==> config.mk <==
export PLATFORM = sky130hd
export DESIGN_NAME = tracker_sequencer_flat
export DESIGN_NICKNAME = d
export VERILOG_FILES = /design/src/rtl/tracker_pkg.sv /design/src/rtl/tracker_sequencer_if.sv /design/src/rtl/tracker_sequencer_pattern_ram.sv /design/src/rtl/tracker_sequencer.sv /design/src/flat_wrapper.sv
export SDC_FILE = /design/constraint.sdc
export NUM_CORES = 1
export LEC_CHECK = 0
export ABC_AREA = 1
export ABC_CLOCK_PERIOD_IN_PS = 2300
export CAP_MARGIN = 15
export CORE_ASPECT_RATIO = 0.6
export CORE_UTILIZATION = 30
export CTS_CLUSTER_DIAMETER = 60
export CTS_CLUSTER_SIZE = 14
export DETAILED_ROUTE_END_ITERATION = 8
export MAX_ROUTING_LAYER = met4
export PLACE_DENSITY = 0.46
export SLEW_MARGIN = 30
export SYNTH_ARGS = -nofsm -noshare
export SYNTH_HDL_FRONTEND = slang
export SYNTH_SLANG_ARGS = --single-unit
==> constraint.sdc <==
create_clock -name clk -period 2.3 [get_ports clk]
set_input_delay 0.69 -clock clk [delete_from_list [all_inputs] [get_ports clk]]
set_output_delay 0.69 -clock clk [all_outputs]
set_load 0.02 [all_outputs]
==> src/rtl/tracker_pkg.sv <==
// Types and constants shared by tracker and tracker_sequencer.
package tracker_pkg;

  localparam int MAXVOLUME = 15;

  localparam logic [1:0] INSTR_SIN    = 2'd0;
  localparam logic [1:0] INSTR_SQUARE = 2'd1;
  localparam logic [1:0] INSTR_SAW    = 2'd2;
  localparam logic [1:0] INSTR_RAND   = 2'd3;

  typedef struct packed {
    logic [1:0] instrument;
    logic [3:0] volume;
  } note_tp;

  typedef struct packed {
    logic       rest;
    logic [1:0] instrument;
    logic [3:0] volume;
    logic [3:0] speed;
  } row_tp;

  typedef enum logic [1:0] {
    ST_IDLE     = 2'd0,
    ST_PREFETCH = 2'd1,
    ST_PLAY     = 2'd2
  } seq_state_t;

  // A rest row keeps its instrument but is silent.
  function automatic note_tp row_to_note(input row_tp r);
    note_tp n;
    n.instrument = r.instrument;
    n.volume     = r.rest ? 4'd0 : r.volume;
    return n;
  endfunction

endpackage

==> src/rtl/tracker_sequencer_if.sv <==
// Host write/control port plus the note/speed feed into tracker.
interface tracker_sequencer_if #(parameter int ROWS = 16);
  import tracker_pkg::*;

  localparam int AW = $clog2(ROWS);

  logic          wr_en;
  logic [AW-1:0] wr_addr;
  row_tp         wr_data;
  logic          start;
  logic          stop;
  logic          loop;
  logic [AW-1:0] last_row;
  logic [7:0]    tempo;

  note_tp        note;
  logic [3:0]    speed;
  logic [AW-1:0] row;
  logic          playing;
  logic          row_strobe;
  logic          done;

  modport master (
    output wr_en, wr_addr, wr_data, start, stop, loop, last_row, tempo,
    input  note, speed, row, playing, row_strobe, done
  );

  modport slave (
    input  wr_en, wr_addr, wr_data, start, stop, loop, last_row, tempo,
    output note, speed, row, playing, row_strobe, done
  );

endinterface

==> src/rtl/tracker_sequencer_pattern_ram.sv <==
// ROWS x row_tp simple dual-port RAM; the read register only updates on rd_en,
// so it doubles as the "current row" register of the sequencer.
module pattern_ram
  import tracker_pkg::*;
#(
  parameter int ROWS = 16,
  parameter int AW   = $clog2(ROWS)
) (
  input  logic          clk,
  input  logic          wr_en,
  input  logic [AW-1:0] wr_addr,
  input  row_tp         wr_data,
  input  logic          rd_en,
  input  logic [AW-1:0] rd_addr,
  output row_tp         rd_data
);

  row_tp mem [ROWS];

  // Pattern storage write port.
  always_ff @(posedge clk) begin
    if (wr_en) begin
      mem[wr_addr] <= wr_data;
    end
  end

  // Read port: old data wins when reading and writing the same row on one edge.
  always_ff @(posedge clk) begin
    if (rd_en) begin
      rd_data <= mem[rd_addr];
    end
  end

endmodule

==> src/rtl/tracker_sequencer.sv <==
// Steps through a stored pattern at a programmable tempo and feeds tracker's
// note/speed inputs; host controls playback with start/stop pulses.
module tracker_sequencer
  import tracker_pkg::*;
#(
  parameter int ROWS = 16
) (
  input  logic                clk,
  input  logic                rst,
  tracker_sequencer_if.slave  bus
);

  localparam int            AW      = $clog2(ROWS);
  localparam logic [AW:0]   ROW_MAX = (AW+1)'(ROWS - 1);

  seq_state_t    state_r;
  logic [7:0]    cnt_r;
  logic [AW-1:0] row_r;
  logic [AW-1:0] last_r;
  logic          playing_r;
  logic          strobe_r;
  logic          done_r;
  logic          shown_r;

  logic [AW-1:0] last_clamp_s;
  logic          at_last_s;
  logic          finish_s;
  logic [AW-1:0] next_row_s;
  logic          rd_en_s;
  logic [AW-1:0] rd_addr_s;
  row_tp         ram_q_s;
  note_tp        note_s;
  logic [3:0]    speed_s;

  pattern_ram #(
    .ROWS (ROWS),
    .AW   (AW)
  ) u_ram (
    .clk     (clk),
    .wr_en   (bus.wr_en),
    .wr_addr (bus.wr_addr),
    .wr_data (bus.wr_data),
    .rd_en   (rd_en_s),
    .rd_addr (rd_addr_s),
    .rd_data (ram_q_s)
  );

  // Row sequencing: next address and the prefetch read strobe.
  always_comb begin
    last_clamp_s = '0;
    if ({1'b0, bus.last_row} > ROW_MAX) begin
      last_clamp_s = ROW_MAX[AW-1:0];
    end else begin
      last_clamp_s = bus.last_row;
    end

    at_last_s  = (row_r == last_r);
    finish_s   = at_last_s && !bus.loop;
    next_row_s = at_last_s ? '0 : row_r + AW'(1);

    rd_en_s   = 1'b0;
    rd_addr_s = '0;
    case (state_r)
      ST_PREFETCH: begin
        rd_en_s   = !bus.stop;
        rd_addr_s = '0;
      end
      ST_PLAY: begin
        rd_en_s   = !bus.stop && (cnt_r == 8'd0) && !finish_s;
        rd_addr_s = next_row_s;
      end
      default: begin
        rd_en_s   = 1'b0;
        rd_addr_s = '0;
      end
    endcase
  end

  // Playback FSM, duration counter and status registers.
  always_ff @(posedge clk or negedge rst) begin
    if (!rst) begin
      state_r   <= ST_IDLE;
      cnt_r     <= 8'd0;
      row_r     <= '0;
      last_r    <= '0;
      playing_r <= 1'b0;
      strobe_r  <= 1'b0;
      done_r    <= 1'b0;
      shown_r   <= 1'b0;
    end else begin
      strobe_r <= 1'b0;
      done_r   <= 1'b0;
      case (state_r)
        ST_IDLE: begin
          if (bus.start && !bus.stop) begin
            state_r <= ST_PREFETCH;
            last_r  <= last_clamp_s;
          end
        end
        ST_PREFETCH: begin
          if (bus.stop) begin
            state_r <= ST_IDLE;
          end else begin
            state_r   <= ST_PLAY;
            playing_r <= 1'b1;
            strobe_r  <= 1'b1;
            shown_r   <= 1'b1;
            row_r     <= '0;
            cnt_r     <= bus.tempo;
          end
        end
        ST_PLAY: begin
          if (bus.stop) begin
            state_r   <= ST_IDLE;
            playing_r <= 1'b0;
            cnt_r     <= 8'd0;
          end else if (cnt_r != 8'd0) begin
            cnt_r <= cnt_r - 8'd1;
          end else if (finish_s) begin
            state_r   <= ST_IDLE;
            playing_r <= 1'b0;
            done_r    <= 1'b1;
          end else begin
            row_r    <= next_row_s;
            cnt_r    <= bus.tempo;
            strobe_r <= 1'b1;
          end
        end
        default: begin
          state_r   <= ST_IDLE;
          playing_r <= 1'b0;
          cnt_r     <= 8'd0;
        end
      endcase
    end
  end

  // Note/speed come straight off the RAM read register; volume is muted outside PLAY.
  always_comb begin
    note_s  = '0;
    speed_s = 4'd0;
    if (shown_r) begin
      note_s  = row_to_note(ram_q_s);
      speed_s = ram_q_s.speed;
      if (!playing_r) begin
        note_s.volume = 4'd0;
      end else begin
        note_s.volume = row_to_note(ram_q_s).volume;
      end
    end else begin
      note_s  = '0;
      speed_s = 4'd0;
    end
  end

  assign bus.note       = note_s;
  assign bus.speed      = speed_s;
  assign bus.row        = row_r;
  assign bus.playing    = playing_r;
  assign bus.row_strobe = strobe_r;
  assign bus.done       = done_r;

endmodule

==> src/flat_wrapper.sv <==
// flat-port wrapper written by rule: the top's interface ports become plain ports
module tracker_sequencer_flat import tracker_pkg::*;
#(
  parameter int ROWS = 16
)
  (clk, rst, bus_wr_en, bus_wr_addr, bus_wr_data, bus_start, bus_stop, bus_loop, bus_last_row, bus_tempo, bus_note, bus_speed, bus_row, bus_playing, bus_row_strobe, bus_done);
  tracker_sequencer_if #(.ROWS(ROWS)) bus_i ();
  input  logic clk;
  input  logic rst;
  input wire logic [$bits(bus_i.wr_en)-1:0] bus_wr_en;
  input wire logic [$bits(bus_i.wr_addr)-1:0] bus_wr_addr;
  input wire logic [$bits(bus_i.wr_data)-1:0] bus_wr_data;
  input wire logic [$bits(bus_i.start)-1:0] bus_start;
  input wire logic [$bits(bus_i.stop)-1:0] bus_stop;
  input wire logic [$bits(bus_i.loop)-1:0] bus_loop;
  input wire logic [$bits(bus_i.last_row)-1:0] bus_last_row;
  input wire logic [$bits(bus_i.tempo)-1:0] bus_tempo;
  output wire logic [$bits(bus_i.note)-1:0] bus_note;
  output wire logic [$bits(bus_i.speed)-1:0] bus_speed;
  output wire logic [$bits(bus_i.row)-1:0] bus_row;
  output wire logic [$bits(bus_i.playing)-1:0] bus_playing;
  output wire logic [$bits(bus_i.row_strobe)-1:0] bus_row_strobe;
  output wire logic [$bits(bus_i.done)-1:0] bus_done;
  assign bus_i.wr_en = bus_wr_en;
  assign bus_i.wr_addr = bus_wr_addr;
  assign bus_i.wr_data = bus_wr_data;
  assign bus_i.start = bus_start;
  assign bus_i.stop = bus_stop;
  assign bus_i.loop = bus_loop;
  assign bus_i.last_row = bus_last_row;
  assign bus_i.tempo = bus_tempo;
  assign bus_note = bus_i.note;
  assign bus_speed = bus_i.speed;
  assign bus_row = bus_i.row;
  assign bus_playing = bus_i.playing;
  assign bus_row_strobe = bus_i.row_strobe;
  assign bus_done = bus_i.done;
  tracker_sequencer #(.ROWS(ROWS)) u_core (.clk(clk), .rst(rst), .bus(bus_i));
endmodule
==> summary.md, run 1 <==
| Metric | Value |
|---|---|
| Commonest non-fill, non-tap cells in the layout | `edfxtp_1, nand2_1, nand3_1` |
| CP Cell Sequence | `inv_2 -> ha_4 -> buf_6 -> inv_2 -> nor2_4 -> nand2_4 -> buf_12 -> nand2_1 -> nand2_1 -> nand2_1 -> nand3_1 -> nand3_2 -> nand2_2` |
| Syn. warnings | `0` |
| # DRC | `0` |
| Routed wire length | `27.4 mm` |
| H-tree depth | `1` |
| HPWL Detailed | `17.9 mm` |
| Synth top area share | `59.9%` |
| Min-Delay Path Class | `input pin to asynchronous set/reset pin` |
| Final setup violation count | `0` |
| Cells after synthesis | `900` |
| Util after Layout | `39.2%` |
| Antenna cell count | `0` |
| I/O pin count | `50` |
| Tot GR Track Use | `17.3%` |
| Crit path max-delay family | `simple AND/OR/NAND/NOR gates` |
| Worst-skew pair later-pin latency | `0.50 ns` |
| Most used cell along the critical path | `nand2_1` |
| Synth area leader | `edfxtp_1` |
| Ratio of cells with drive above 1 in the final layout | `15.2%` |
| Fin crit period | `2.20 ns` |
| Leak pwr | `4.94 nW` |
| Core area | `0.0303 mm^2` |
| Initial core utilization | `30.9%` |
| Synth Area in Adders | `less than 1%` |
| Register area share after synthesis | `between 60 and 70%` |
| DRT Pass-1 Iters | `5` |
| Width of the die | `230 um` |
| Status | `finished, final reports clean` |
| Worst-path clk slew | `~0.07 ns` |
| GPL Wtd Cong | `0.849` |
| CP max FO | `31` |
| Required time worst endpoint | `around 2.5 ns` |
| CTS Root Cell | `clkbuf_16` |
| # Max-Cap Violations | `0` |
| Pwr Density | `970 mW/mm^2` |
| Drt wl/cell | `18.9 um` |
| Final worst-path cycle share | `95.6%` |
| CP peak stage delay | `0.39 ns` |
| Yosys cell types | `28` |
| Setup CP Type | `register to register` |
| Arrival time worst endpoint | `about 2.4 ns` |
| Post-CTS Hold Buffers | `0` |
| Fill count | `between 2000 and 3000` |
| Crit path buffers/inverters | `4` |
| Initial antenna violation count | `0` |
| Tightest Pin Transition | `0.644 ns` |
| Syn Area/Cell | `10.4 um^2` |
| Critical path's slowest cell | `dfrtp_1` |
| Post-Synth Simple-Gate Area | `between 20% and 30%` |
| Post-Syn Area | `0.00937 mm^2` |
| Via/cell ratio | `4.65` |
| Main combinational cell family by area after synthesis | `simple AND/OR/NAND/NOR gates` |
| Setup TNS | `0 ns` |
| Max_slew headroom | `56.9%` |
| Flops & latches, synth | `209` |
| Clk sink count | `between 200 and 250` |
| Cts bufs inserted | `19` |
| Clock Path Buffers | `3` |
| DRT iter0 DRCs | `655` |
| Final layout net count | `around 1100` |
| Area contributors post-synth | `edfxtp_1, nand3_1, nand2_1, dfrtp_1, inv_1` |
| F_max | `0.455 GHz` |
| Largest net degree at the start of global routing | `59` |
| Sequential Area | `0.00617 mm^2` |
| Final clock skew | `0.00833 ns` |
| Layout Area Growth over Synthesis | `27.1%` |
| Crit. End Element | `register` |
| Die H | `139 um` |
| Vias in the first global route | `~6200` |
| Synth Area in XOR/XNOR | `0.561%` |
| Pre-CTS setup slack | `-0.0734 ns` |
| Grt total ovfl | `0` |
| Compound-Gate Fraction of Synth Area | `under 10%` |
| RSZ-0062 raised after global routing | `true` |
| Commonest non-fill, non-tap cell in the layout | `edfxtp_1` |
| Post-synthesis mux area share | `0%` |
| Full die area | `0.0320 mm^2` |
| Peak VDD IR | `0.473 mV` |
| Area occupied by multi-input gates | `0.00261 mm^2` |
| Global-route wire length before repair | `40.4 mm` |
| Number of port buffers | `49` |
| Row count | `between 40 and 50` |
| CTS tree | `built` |
| Worst setup SP type | `register` |
| Mapped Nets | `between 900 and 1000` |
| DR vias | `a little under 7000` |
| Antenna viol nets, final | `0` |
| Final Hold Viols | `0` |
| Slew Viols, Final | `0` |
| Final worst setup slack | `0.102 ns` |
==> area by class of cell <==
type | count | share of cell area [%]
clock buffer | 26 | 4.21
clock inverter | 3 | 0.368
inverter | 132 | 4.16
multi-input combinational | 517 | 21.9
sequential | 209 | 51.8
tap | 408 | 4.29
timing repair buffer | 160 | 13.3
==> cells in the mapped netlist <==
master	n
inv_2	2
a21boi_0	1
o21ai_1	1
or2_2	1
nor2_1	41
o21ai_0	12
nand4_1	2
ha_1	6
o31ai_1	1
inv_1	130
dfrtp_1	22
o22ai_1	6
a21oi_1	11
xor2_1	6
buf_1	7
nor2_4	1
buf_4	1
nand3_2	1
clkbuf_1	20
nand3_1	183
a22oi_1	4
o211ai_1	1
edfxtp_1	187
buf_2	15
nor3_1	2
nand2_1	188
nand3b_1	47
nor2_2	1
==> metal layers <==
layer | vias to the layer above | GRT usage (%) | part of all wire, %
met5 | - | - | 0
met4 | 0 | 3.00 | 1.4
met3 | 21 | 3.60 | 7.1
met2 | 210 | 20.5 | 36
met1 | 3235 | 29.0 | 55
li1 | 3307 | - | -
==> report_power, final <==
group	leakage, nW	switching [mW]	internal [mW]
Clock	0.265	1.39	1.63
Combinational	2.70	2.39	1.58
Sequential	1.97	0.142	4.42
==> cell families after synthesis <==
family	after synthesis
XOR/XNOR	6
flip-flops	209
buffers and inverters	175
AO/OA/AOI/OAI	37
AND/OR/NAND/NOR	467
adder cells (fa/ha/maj)	6
==> per-stage QoR <==
| stage | total power [mW] | instance area [um^2] | hold slack, ns | std cells |
|---|---|---|---|---|
| 2_1_floorplan | 6.64 | 9370 | 0.394 | 900 |
| 3_3_place_gp | 8.32 | 11100 | 0.589 | 1412 |
| 3_5_place_dp | 8.29 | 11100 | 0.598 | 1412 |
| 4_1_cts | 11.4 | 11700 | 0.558 | 1442 |
| 5_1_grt | 12.2 | 11900 | 0.590 | 1455 |
| 6_report | 11.5 | 11900 | 0.557 | 1455 |
==> repair_timing <==
item	4_1_cts	5_1_grt
gates resized for setup	16	24
cloned	1	3
pin swaps	1	5
setup endpoints to repair	20	14
buffers inserted	0	10
endpoints found under the hold margin	0	0
==> registers in the layout (all words and copies together) (netlist names), 2 cells and up <==
signal	flops
u_core.u_ram.rd_data	11
u_core.bus.row	4
u_core.state_r	2
u_core.cnt_r	8
u_core.u_ram.mem	176
u_core.last_r	4
==> path summary, 6_finish.rpt <==
check / from / endpoint / slack [ns] / cells after the start
setup / recovery: u_core.state_r[0]$_DFFE_PN0P_ / u_core.u_ram.rd_data[4]$_DFFE_PP_ / 0.10 / 13
hold / removal: rst / u_core.bus.done$_DFF_PN0_ / 0.56 / 2
setup reg to reg: u_core.state_r[0]$_DFFE_PN0P_ / u_core.u_ram.rd_data[4]$_DFFE_PP_ / 0.10 / 13
hold reg to reg: u_core.shown_r$_DFFE_PN0P_ / u_core.shown_r$_DFFE_PN0P_ / 0.61 / 2
max in group asynchronous: rst / u_core.cnt_r[1]$_DFFE_PN0P_ / 1.50 / 2
min in group clk: u_core.shown_r$_DFFE_PN0P_ / u_core.shown_r$_DFFE_PN0P_ / 0.61 / 2
Power figures use the tool's default switching activity.
==> inputs of run 2 (changes only) <==
--- a/config.mk
+++ b/config.mk
@@ -6,7 +6,7 @@
 export NUM_CORES = 1
 export LEC_CHECK = 0
 export ABC_AREA = 1
-export ABC_CLOCK_PERIOD_IN_PS = 2300
+export ABC_CLOCK_PERIOD_IN_PS = 2400
 export CAP_MARGIN = 15
 export CORE_ASPECT_RATIO = 0.6
 export CORE_UTILIZATION = 30
@@ -14,7 +14,7 @@
 export CTS_CLUSTER_SIZE = 14
 export DETAILED_ROUTE_END_ITERATION = 8
 export MAX_ROUTING_LAYER = met4
-export PLACE_DENSITY = 0.46
+export PLACE_DENSITY = 0.45
 export SLEW_MARGIN = 30
 export SYNTH_ARGS = -nofsm -noshare
 export SYNTH_HDL_FRONTEND = slang
==> constraint.sdc (replaced) <==
create_clock -name clk -period 2.4 [get_ports clk]
set_input_delay 0.72 -clock clk [delete_from_list [all_inputs] [get_ports clk]]
set_output_delay 0.72 -clock clk [all_outputs]
set_load 0.02 [all_outputs]
==> run 2 against run 1 <==
Compared with the run above: combinational power shrank 18%; clock power shrank 8.9%; critical path depth shrank 10; wire length shrank 3.4%; clock skew is essentially flat; hold slack lost 0.012 ns; largest power group unchanged; design area shrank 5.0%; clock-buffer cell count is the same; first-iteration DRC count shrank 4.4%; critical path type is now register to primary output; cell count shrank 4.1%.
==> summary.md, run 2 (synthesis gave the netlist of run 1 again) <==
| Metric | Value |
|---|---|
| DR vias | `6488` |
| Grt peak-use layer | `met1` |
| Commonest non-fill, non-tap cell in the layout | `edfxtp_1` |
| Max_slew headroom | `53.3%` |
| Final clock skew | `0.00832 ns` |
| Ratio of cells with drive above 1 in the final layout | `between 8 and 9%` |
| Worst Reg2Reg Path Length in Cells | `10` |
| Via/cell ratio | `4.65` |
| Leak pwr | `4.58 nW` |
| Clock Path Buffers | `3` |
| Worst setup SP type | `register` |
| # Max-Cap Violations | `0` |
| Antenna viol nets, final | `0` |
| Crit. End Element | `primary output` |
| Initial antenna violation count | `0` |
| Min-delay src | `u_core.shown_r$_DFFE_PN0P_` |
| Peak VDD IR | `0.411 mV` |
| WHS Path Cells | `1` |
| HPWL Detailed | `16.9 mm` |
| Cts bufs inserted | `18` |
| Slew Viols, Final | `0` |
| Worst-skew pair later-pin latency | `0.50 ns` |
| Setup TNS | `0 ns` |
| Min-Delay Path Class | `register to register` |
| RSZ-0062 raised after global routing | `false` |
| Arrival time worst endpoint | `between 1.5 and 2 ns` |
| Initial core utilization | `30.9%` |
| Antenna cell count | `0` |
| Tightest Pin Transition | `0.699 ns` |
| H-tree depth | `1` |
| Pre-CTS setup slack | `0.0646 ns` |
| Tot GR Track Use | `17.5%` |
| Reg-to-Reg Start | `u_core.state_r[0]$_DFFE_PN0P_` |
| Pwr Total | `10.4 mW` |
| # DRC | `0` |
| Global-route wire length before repair | `around 40 mm` |
| Fill count | `3029` |
| Full die area | `0.0320 mm^2` |
| Buffer count from post-CTS setup fixing | `0` |
| Final worst setup slack | `0.0678 ns` |
| Row count | `49` |
| GR Util met2 | `between 20 and 25%` |
| DRT iter0 DRCs | `626` |
| Worst Hold Path EP | `u_core.shown_r$_DFFE_PN0P_` |
| Die H | `approximately 140 um` |
| Commonest non-fill, non-tap cells in the layout | `edfxtp_1, nand2_1, nand3_1` |
| Post-CTS Hold Buffers | `0` |
| Reg2Reg Capture Point | `u_core.u_ram.rd_data[10]$_DFFE_PP_` |
| Grt total ovfl | `0` |
| Final setup violation count | `0` |
| Required time worst endpoint | `roughly 1.7 ns` |
| Largest net degree at the start of global routing | `66` |
| CTS Root Cell | `clkbuf_16` |
| Max reg flops | `176` |
| DRT Pass-1 Iters | `5` |
| Hold slack | `0.545 ns` |
| F_max | `0.429 GHz` |
| Final Hold Viols | `0` |
| Flop2flop setup slack | `~0.14 ns` |
| Largest regs | `u_core.u_ram.mem: 176 flops, u_core.u_ram.rd_data: 11 flops, u_core.cnt_r: 8 flops` |
| Pwr Density | `916 mW/mm^2` |
| Final layout net count | `approximately 1000` |
| Reg with most FFs | `u_core.u_ram.mem` |
| GPL Wtd Cong | `0.828` |
| Routed wire length | `26.5 mm` |
| Drt wl/cell | `19.0 um` |
| Layout Area Growth over Synthesis | `20.8%` |
| Setup CP Type | `register to primary output` |
| Worst-path clk slew | `0.07 ns` |
| Number of port buffers | `49` |
| I/O pin count | `50` |
| Met3 usage | `around 4.5%` |
| Final worst-path cycle share | `97.2%` |
| Met1 Usage GRT | `28.8%` |
| Width of the die | `230 um` |
| Status | `finished, final reports clean` |
| Vias in the first global route | `6075` |
| CTS tree | `built` |
| Core area | `0.0303 mm^2` |
| Clk sink count | `209` |
| CP max FO | `4` |
| Fin crit period | `2.33 ns` |
-- run 2: how the worst max path moves through the flow --
stage / from / endpoint / cells past startpoint
after floorplan: u_core.cnt_r[0]$_DFFE_PN0P_ / u_core.u_ram.rd_data[0]$_DFFE_PP_ / 8
after global placement: bus_stop / u_core.bus.row[1]$_DFFE_PN0P_ / 5
after detailed placement: bus_stop / u_core.u_ram.rd_data[1]$_DFFE_PP_ / 7
after CTS: u_core.u_ram.rd_data[10]$_DFFE_PP_ / bus_note[0] / 3
after global routing: u_core.u_ram.rd_data[9]$_DFFE_PP_ / bus_note[5] / 3
final: u_core.u_ram.rd_data[10]$_DFFE_PP_ / bus_note[1] / 3
-- run 2: metal layers --
layer	vias to the layer above	share of wire (%)
met3	26	7.2
li1	3187	-
met2	177	36
met5	-	0
met1	3098	55
met4	0	1.2
-- run 2: critical path: stages (launching register included) --
cell	delay, ns
edfxtp_1	0.42
nand3b_1	0.24
nor2_1	0.11
dlygate4sd2_1	0.34
-- run 2: through the flow --
step                      instance area [um^2]  std cells  utilization (%)
final                                    11300       1395             37.3
after global routing                     11300       1395             37.3
after CTS                                11300       1395             37.3
after detailed placement                 10800       1369             35.7
after global placement                   10800       1369             35.7
after floorplan                           9370        900                -
-- run 2: repair_timing --
action	in CTS	in global routing
hold endpoints to repair	0	0
gates resized for setup	9	5
endpoints found under the setup margin	9	3
-- run 2: area by class of cell --
| class | count | area (um^2) | area share [%] |
|---|---|---|---|
| Inverter | 132 | 495 | 4.38 |
| Tap cell | 408 | 510 | 4.51 |
| Clock buffer | 26 | 502 | 4.43 |
| Multi-Input combinational cell | 516 | 2540 | 22.5 |
| Sequential cell | 209 | 6170 | 54.5 |
| Timing Repair Buffer | 104 | 1100 | 9.71 |
-- run 2: power breakdown --
| group | switching, mW | total (mW) | internal (mW) |
|---|---|---|---|
| combinational | 2.09 | 3.23 | 1.13 |
| sequential | 0.150 | 4.39 | 4.24 |
| clock | 1.31 | 2.75 | 1.44 |
| total | 3.55 | 10.4 | 6.81 |
